**src/rtl/idu_pkg.sv**
```systemverilog
// Shared types for the RV32 decode stage: opcodes, format codes and the
// decoded payload carried through the skid buffer.
package idu_pkg;

  // Widest passthrough PC the payload can carry; idu_stage requires PC_W <= PC_MAX_W.
  localparam int PC_MAX_W = 32;

  localparam logic [6:0] OPC_OP       = 7'b0110011;
  localparam logic [6:0] OPC_OP_IMM   = 7'b0010011;
  localparam logic [6:0] OPC_LOAD     = 7'b0000011;
  localparam logic [6:0] OPC_JALR     = 7'b1100111;
  localparam logic [6:0] OPC_SYSTEM   = 7'b1110011;
  localparam logic [6:0] OPC_MISC_MEM = 7'b0001111;
  localparam logic [6:0] OPC_STORE    = 7'b0100011;
  localparam logic [6:0] OPC_BRANCH   = 7'b1100011;
  localparam logic [6:0] OPC_LUI      = 7'b0110111;
  localparam logic [6:0] OPC_AUIPC    = 7'b0010111;
  localparam logic [6:0] OPC_JAL      = 7'b1101111;

  typedef enum logic [2:0] {
    FMT_R   = 3'd0,
    FMT_I   = 3'd1,
    FMT_S   = 3'd2,
    FMT_B   = 3'd3,
    FMT_U   = 3'd4,
    FMT_J   = 3'd5,
    FMT_ILL = 3'd7
  } fmt_e;

  typedef struct packed {
    logic [PC_MAX_W-1:0] pc;
    logic [6:0]          op;
    logic [2:0]          func3;
    logic [6:0]          func7;
    logic [4:0]          rs1;
    logic [4:0]          rs2;
    logic [4:0]          rd;
    logic [31:0]         imm;
    fmt_e                fmt;
    logic                illegal;
  } idu_payload_t;

  function automatic fmt_e opcode_fmt(input logic [6:0] op);
    fmt_e f;
    case (op)
      OPC_OP:                                    f = FMT_R;
      OPC_OP_IMM, OPC_LOAD, OPC_JALR,
      OPC_SYSTEM, OPC_MISC_MEM:                  f = FMT_I;
      OPC_STORE:                                 f = FMT_S;
      OPC_BRANCH:                                f = FMT_B;
      OPC_LUI, OPC_AUIPC:                        f = FMT_U;
      OPC_JAL:                                   f = FMT_J;
      default:                                   f = FMT_ILL;
    endcase
    return f;
  endfunction

endpackage

```
**src/rtl/idu_decode.sv**
```systemverilog
// Combinational RV32I/RV32E field extraction, immediate generation and
// illegal-instruction detection.
module idu_decode
  import idu_pkg::*;
#(
  parameter int NR_REG = 32
) (
  input  logic [31:0]         inst_i,
  input  logic [PC_MAX_W-1:0] pc_i,
  output idu_payload_t        dec_o
);

  fmt_e        fmt;
  logic [31:0] imm;
  logic        use_rd;
  logic        use_rs1;
  logic        use_rs2;
  logic        rv32e_bad;

  always_comb begin
    fmt     = opcode_fmt(inst_i[6:0]);
    imm     = '0;
    use_rd  = 1'b0;
    use_rs1 = 1'b0;
    use_rs2 = 1'b0;
    case (fmt)
      FMT_R: begin
        use_rd  = 1'b1;
        use_rs1 = 1'b1;
        use_rs2 = 1'b1;
      end
      FMT_I: begin
        imm     = {{20{inst_i[31]}}, inst_i[31:20]};
        use_rd  = 1'b1;
        use_rs1 = 1'b1;
      end
      FMT_S: begin
        imm     = {{20{inst_i[31]}}, inst_i[31:25], inst_i[11:7]};
        use_rs1 = 1'b1;
        use_rs2 = 1'b1;
      end
      FMT_B: begin
        imm     = {{19{inst_i[31]}}, inst_i[31], inst_i[7], inst_i[30:25], inst_i[11:8], 1'b0};
        use_rs1 = 1'b1;
        use_rs2 = 1'b1;
      end
      FMT_U: begin
        imm    = {inst_i[31:12], 12'b0};
        use_rd = 1'b1;
      end
      FMT_J: begin
        imm    = {{11{inst_i[31]}}, inst_i[31], inst_i[19:12], inst_i[20], inst_i[30:21], 1'b0};
        use_rd = 1'b1;
      end
      default: ;
    endcase

    // RV32E: only register fields the format actually uses may name x16..x31.
    rv32e_bad = (NR_REG == 16) &&
                ((use_rd && inst_i[11]) || (use_rs1 && inst_i[19]) || (use_rs2 && inst_i[24]));

    dec_o         = '0;
    dec_o.pc      = pc_i;
    dec_o.op      = inst_i[6:0];
    dec_o.func3   = inst_i[14:12];
    dec_o.func7   = inst_i[31:25];
    dec_o.rs1     = inst_i[19:15];
    dec_o.rs2     = inst_i[24:20];
    dec_o.rd      = inst_i[11:7];
    dec_o.imm     = imm;
    dec_o.fmt     = fmt;
    dec_o.illegal = (fmt == FMT_ILL) ||
                    ((inst_i[6:0] == OPC_JALR) && (inst_i[14:12] != 3'b000)) ||
                    rv32e_bad;
  end

endmodule

```
**src/rtl/idu_stage.sv**
```systemverilog
// Registered decode stage: one-cycle latency, 2-entry skid buffer (main M,
// skid S) so o_ready can come straight from a flop without losing throughput.
module idu_stage
  import idu_pkg::*;
#(
  parameter int NR_REG = 32,
  parameter int PC_W   = 32
) (
  input  logic            clock,
  input  logic            reset,
  input  logic            i_valid,
  output logic            o_ready,
  input  logic [31:0]     i_inst,
  input  logic [PC_W-1:0] i_pc,
  input  logic            i_flush,
  output logic            o_valid,
  input  logic            i_ready,
  output logic [PC_W-1:0] o_pc,
  output logic [6:0]      o_op,
  output logic [2:0]      o_func3,
  output logic [6:0]      o_func7,
  output logic [4:0]      o_rs1,
  output logic [4:0]      o_rs2,
  output logic [4:0]      o_rd,
  output logic [31:0]     o_imm,
  output logic [2:0]      o_fmt,
  output logic            o_illegal
);

  idu_payload_t dec_w;
  idu_payload_t m_data_q, m_data_d;
  idu_payload_t s_data_q, s_data_d;
  logic         m_valid_q, m_valid_d;
  logic         s_valid_q, s_valid_d;
  logic         ready_q, ready_d;
  logic         accept;
  logic         drain;

  idu_decode #(.NR_REG(NR_REG)) u_decode (
    .inst_i (i_inst),
    .pc_i   (PC_MAX_W'(i_pc)),
    .dec_o  (dec_w)
  );

  always_comb begin
    accept    = i_valid & ready_q & ~i_flush;
    drain     = m_valid_q & i_ready;
    m_valid_d = m_valid_q;
    s_valid_d = s_valid_q;
    m_data_d  = m_data_q;
    s_data_d  = s_data_q;
    if (i_flush) begin
      m_valid_d = 1'b0;
      s_valid_d = 1'b0;
    end else if (!m_valid_q || drain) begin
      // S is only ever valid behind a valid M, and accept is blocked while S is full.
      if (s_valid_q) begin
        m_data_d  = s_data_q;
        m_valid_d = 1'b1;
        s_valid_d = 1'b0;
      end else if (accept) begin
        m_data_d  = dec_w;
        m_valid_d = 1'b1;
      end else begin
        m_valid_d = 1'b0;
      end
    end else if (accept) begin
      s_data_d  = dec_w;
      s_valid_d = 1'b1;
    end
    ready_d = ~s_valid_d;
  end

  always_ff @(posedge clock or posedge reset) begin
    if (reset) begin
      m_valid_q <= 1'b0;
      s_valid_q <= 1'b0;
      ready_q   <= 1'b1;
      m_data_q  <= '0;
      s_data_q  <= '0;
    end else begin
      m_valid_q <= m_valid_d;
      s_valid_q <= s_valid_d;
      ready_q   <= ready_d;
      m_data_q  <= m_data_d;
      s_data_q  <= s_data_d;
    end
  end

  assign o_ready   = ready_q;
  assign o_valid   = m_valid_q;
  assign o_pc      = m_data_q.pc[PC_W-1:0];
  assign o_op      = m_data_q.op;
  assign o_func3   = m_data_q.func3;
  assign o_func7   = m_data_q.func7;
  assign o_rs1     = m_data_q.rs1;
  assign o_rs2     = m_data_q.rs2;
  assign o_rd      = m_data_q.rd;
  assign o_imm     = m_data_q.imm;
  assign o_fmt     = m_data_q.fmt;
  assign o_illegal = m_data_q.illegal;

endmodule

```
**config.mk**
```make
export PLATFORM = sky130hd
export DESIGN_NAME = idu_stage
export DESIGN_NICKNAME = d
export VERILOG_FILES = /design/src/rtl/idu_pkg.sv /design/src/rtl/idu_decode.sv /design/src/rtl/idu_stage.sv
export SDC_FILE = /design/constraint.sdc
export NUM_CORES = 1
export LEC_CHECK = 0
export ABC_AREA = 0
export BUFFER_PORTS_ARGS = -buffer_cell sky130_fd_sc_hd__buf_2
export CORE_MARGIN = 2
export CORE_UTILIZATION = 35
export CTS_CLUSTER_SIZE = 40
export DETAILED_ROUTE_END_ITERATION = 10
export GPL_TIMING_DRIVEN = 0
export MAX_ROUTING_LAYER = met4
export PLACE_DENSITY = 0.61
export RECOVER_POWER = 25
export SETUP_SLACK_MARGIN = 0.05
export SLEW_MARGIN = 20
export SYNTH_ARGS = -nofsm -noshare
export SYNTH_HDL_FRONTEND = slang
export SYNTH_HIERARCHICAL = 1
export SYNTH_SLANG_ARGS = --single-unit
```
**constraint.sdc**
```tcl
create_clock -name clock -period 9.9 [get_ports clock]
set_input_delay 0.495 -clock clock [delete_from_list [all_inputs] [get_ports clock]]
set_output_delay 0.495 -clock clock [all_outputs]
set_load 0.01 [all_outputs]
```
==> results.md <==
- Internal Power: 1.73 mW
- Fmax: 347 MHz
- Residual DRC: 0
- Worst EP arrival: 3.53 ns
- Area grow syn2layout: 20.3%
- Net Count, Synth: roughly 810
- Async S/R FF share, synth: 1.00
- Sequential power share: 0.446
- I/O pin total: 171
- Vias in the first global route: between 6k and 7k
- Fin crit share: 0.291
- Core box area: 0.0287 mm2
- Max-cap violation count: 1
- Total CTS buffers: 25
- Antenna violations before repair: 0
- Number of synthesis warnings: 6
- Mapped Area: 0.0102 mm2
- Post-route core utilization: 0.428
- Post-synth EDFFs: 0
- Gates resized, CTS repair: 0
- Top cells by area, synth: dfrtp_1, mux2_2, buf_4, buf_8, mux2_4
- CP Data Required Time: 10.55 ns
- Area leader, netlist: dfrtp_1
- DIE AREA: 0.0305 mm2
- Commonest non-fill, non-tap cell in the layout: mux2_2
- Min-Delay Path Class: in -> reg
- Final wirelength: 23100 um
- Initial DRT Pass Iterations: 4
- Vias after detailed routing: 6173
- Global-route wire length before repair: 37100 um
- Critical Path Sink Type: async pin
- DP Wirelength: 16500 um
- Sw Ratio: 0.254
- Port Buffers: 137
- Largest net degree at the start of global routing: 79
- CTS HTree Levels: 1
- Syn Area/Cell: approximately 14 um2
- Yosys top cell area share: 0.495
- Comb power frac: 0.160
- Total gr overflow: 0
- Layout Skew: 0.0100 ns
- Hold depth: 2
- Row count: between 60 and 70
- Startpoint types: input pin
- Die Wd: 175 um
- Clk_lat worst skew: 0.53 ns
- Net switching power: 0.591 mW
- Leakage: approximately 5.6 nW
- Cell Pwr Density: 189 mW/mm2
- Syn Inst Count: between 700 and 800
- Number of distinct library cells after synthesis: 56
- Failing checks: max-capacitance violations, max-slew violations
- Peak VDD IR: 125 uV
- Worst reg-to-reg path cell count: 4
- Final hold violations: 0
- DR vias/cell: 4.73
- Final nets: 972
- # diodes: 0
- Crit Path Class: in -> async
- Die H: roughly 170 um
- Placed Cells: 1258
- Slew Limit Fails: 61
- Worst-Margin Slew: around 2.8 ns
- Routability cong.: approximately 0.8
- Clock sinks: 203
- Initial Util: 0.356
- Reg clk slew, reported paths: 0.06 ns
- Non-filler cells, final: 1304
- GRT Util Overall: 0.158
- Final setup margin: between 7 and 8 ns
- Clock network fraction of total power: 0.395
- Setup WS pre-CTS: between 6 and 7 ns
- Most frequent cells in the layout: mux2_2, dfrtp_1, buf_2, buf_4, nand2_1
- 1st-iter DRT viols: 185
- Final setup TNS: 0 ns
- Sequential fraction of the synthesis area: 0.498
- Routed Antenna Nets: 0
- CTS tree: built
- Root Buffer: clkbuf_16
- RSZ-0062 raised after global routing: no
- Share of cells above drive strength 1: 0.668
- Slew headroom: -0.868
- Final Hold Slack: 0.199 ns
- Predominant post-synthesis flop cell: dfrtp_1
- Max FO, Critical Path: 78
- #FFs+latches synth: slightly above 200
- Setup-failing EPs final: 0
- Status: complete, but fails checks
- Min Tclk post-route: 2.88 ns
- Average routed wire per standard cell: 17.7 um
- Maximum buffer depth of the clock tree: 3
[cell families after synthesis]
family                   Yosys count  share of synthesized area
buffers and inverters            111                     0.0856
flip-flops                       203                      0.498
AO/OA/AOI/OAI                     49                     0.0375
adder cells (fa/ha/maj)            1                    0.00123
AND/OR/NAND/NOR                   69                     0.0407
multiplexers                     300                      0.335
XOR/XNOR                           2                    0.00245
[critical path, cell delays in order]
cell and delay (ns):
dlygate4sd3_1 0.53, buf_2 0.12, clkinvlp_2 1.56, buf_16 0.37, buf_16 0.35
[registers in the layout, summed over array words and instances, names as in the netlist, 5 cells and up]
register,cells
o_op,7
o_rd,5
o_pc,32
o_func7,7
o_imm,32
o_rs1,5
o_rs2,5
s_data_q,100
[metrics by stage]
step / instance area (um2) / power [mW]
4_1_cts: 12300 / 2.36
6_report: 12300 / 2.32
5_1_grt: 12300 / 2.45
2_1_floorplan: 10200 / 1.29
3_5_place_dp: 11400 / 1.43
3_3_place_gp: 11400 / 1.41
[synth_stat cells, drive strengths merged, types with 2 or more instances]
cell type,n
a21oi,23
a31oi,2
a32oi,5
and2,2
and2b,2
and4b,2
buf,104
dfrtp,202
inv,6
mux2,300
nand2,26
nand2b,2
nor2,12
nor2b,9
nor3,3
o211ai,2
o21a,2
o21ai,7
or3,2
[layout make-up]
| class | instances | area (um2) |
|---|---|---|
| inverters | 6 | 23.8 |
| flip-flops and latches | 203 | 5080 |
| multi-input cells | 421 | 4250 |
| clock buffers | 37 | 751 |
| repair buffers | 140 | 751 |
| clock inverters | 8 | 87.6 |
| well taps | 384 | 480 |
| plain buffers | 105 | 851 |
| fillers | 2734 | 16400 |
[power groups by stage]
stage / logic [mW] / registers [mW] / clock network [mW]
3_5_place_dp: 0.379 / 1.05 / 0
4_1_cts: 0.380 / 1.04 / 0.948
2_1_floorplan: 0.228 / 1.07 / 0
5_1_grt: 0.408 / 1.06 / 0.982
6_report: 0.371 / 1.04 / 0.917
3_3_place_gp: 0.368 / 1.04 / 0
[worst paths after layout]
| check | startpoint | slack (ns) | endpoint |
|---|---|---|---|
| max in group clock | i_inst[3] | 7.34 | o_imm[14] |
| min in group asynchronous | reset | 1.29 | s_data_q[79] |
| hold reg to reg | o_rd[4] | 0.50 | o_rd[4] |
| setup reg to reg | s_valid_q | 7.80 | o_rs2[3] |
| hold / removal | i_pc[13] | 0.20 | s_data_q[81] |
| setup / recovery | reset | 7.02 | o_op[5] |
[metal layers]
metal,vias up,global-route usage,wire length [um]
met4,0,0.0354,483
met5,-,-,0
li1,2886,-,-
met3,34,0.0411,1490
met1,3104,0.208,10600
met2,149,0.246,10600
[what timing repair did]
| item | in CTS | in global routing |
|---|---|---|
| setup endpoints to repair | 0 | 0 |
| endpoints found under the hold margin | 23 | 0 |
| hold buffers | 1 | 0 |
| buffers inserted | 0 | 0 |
(Power assumes the default switching activity.)
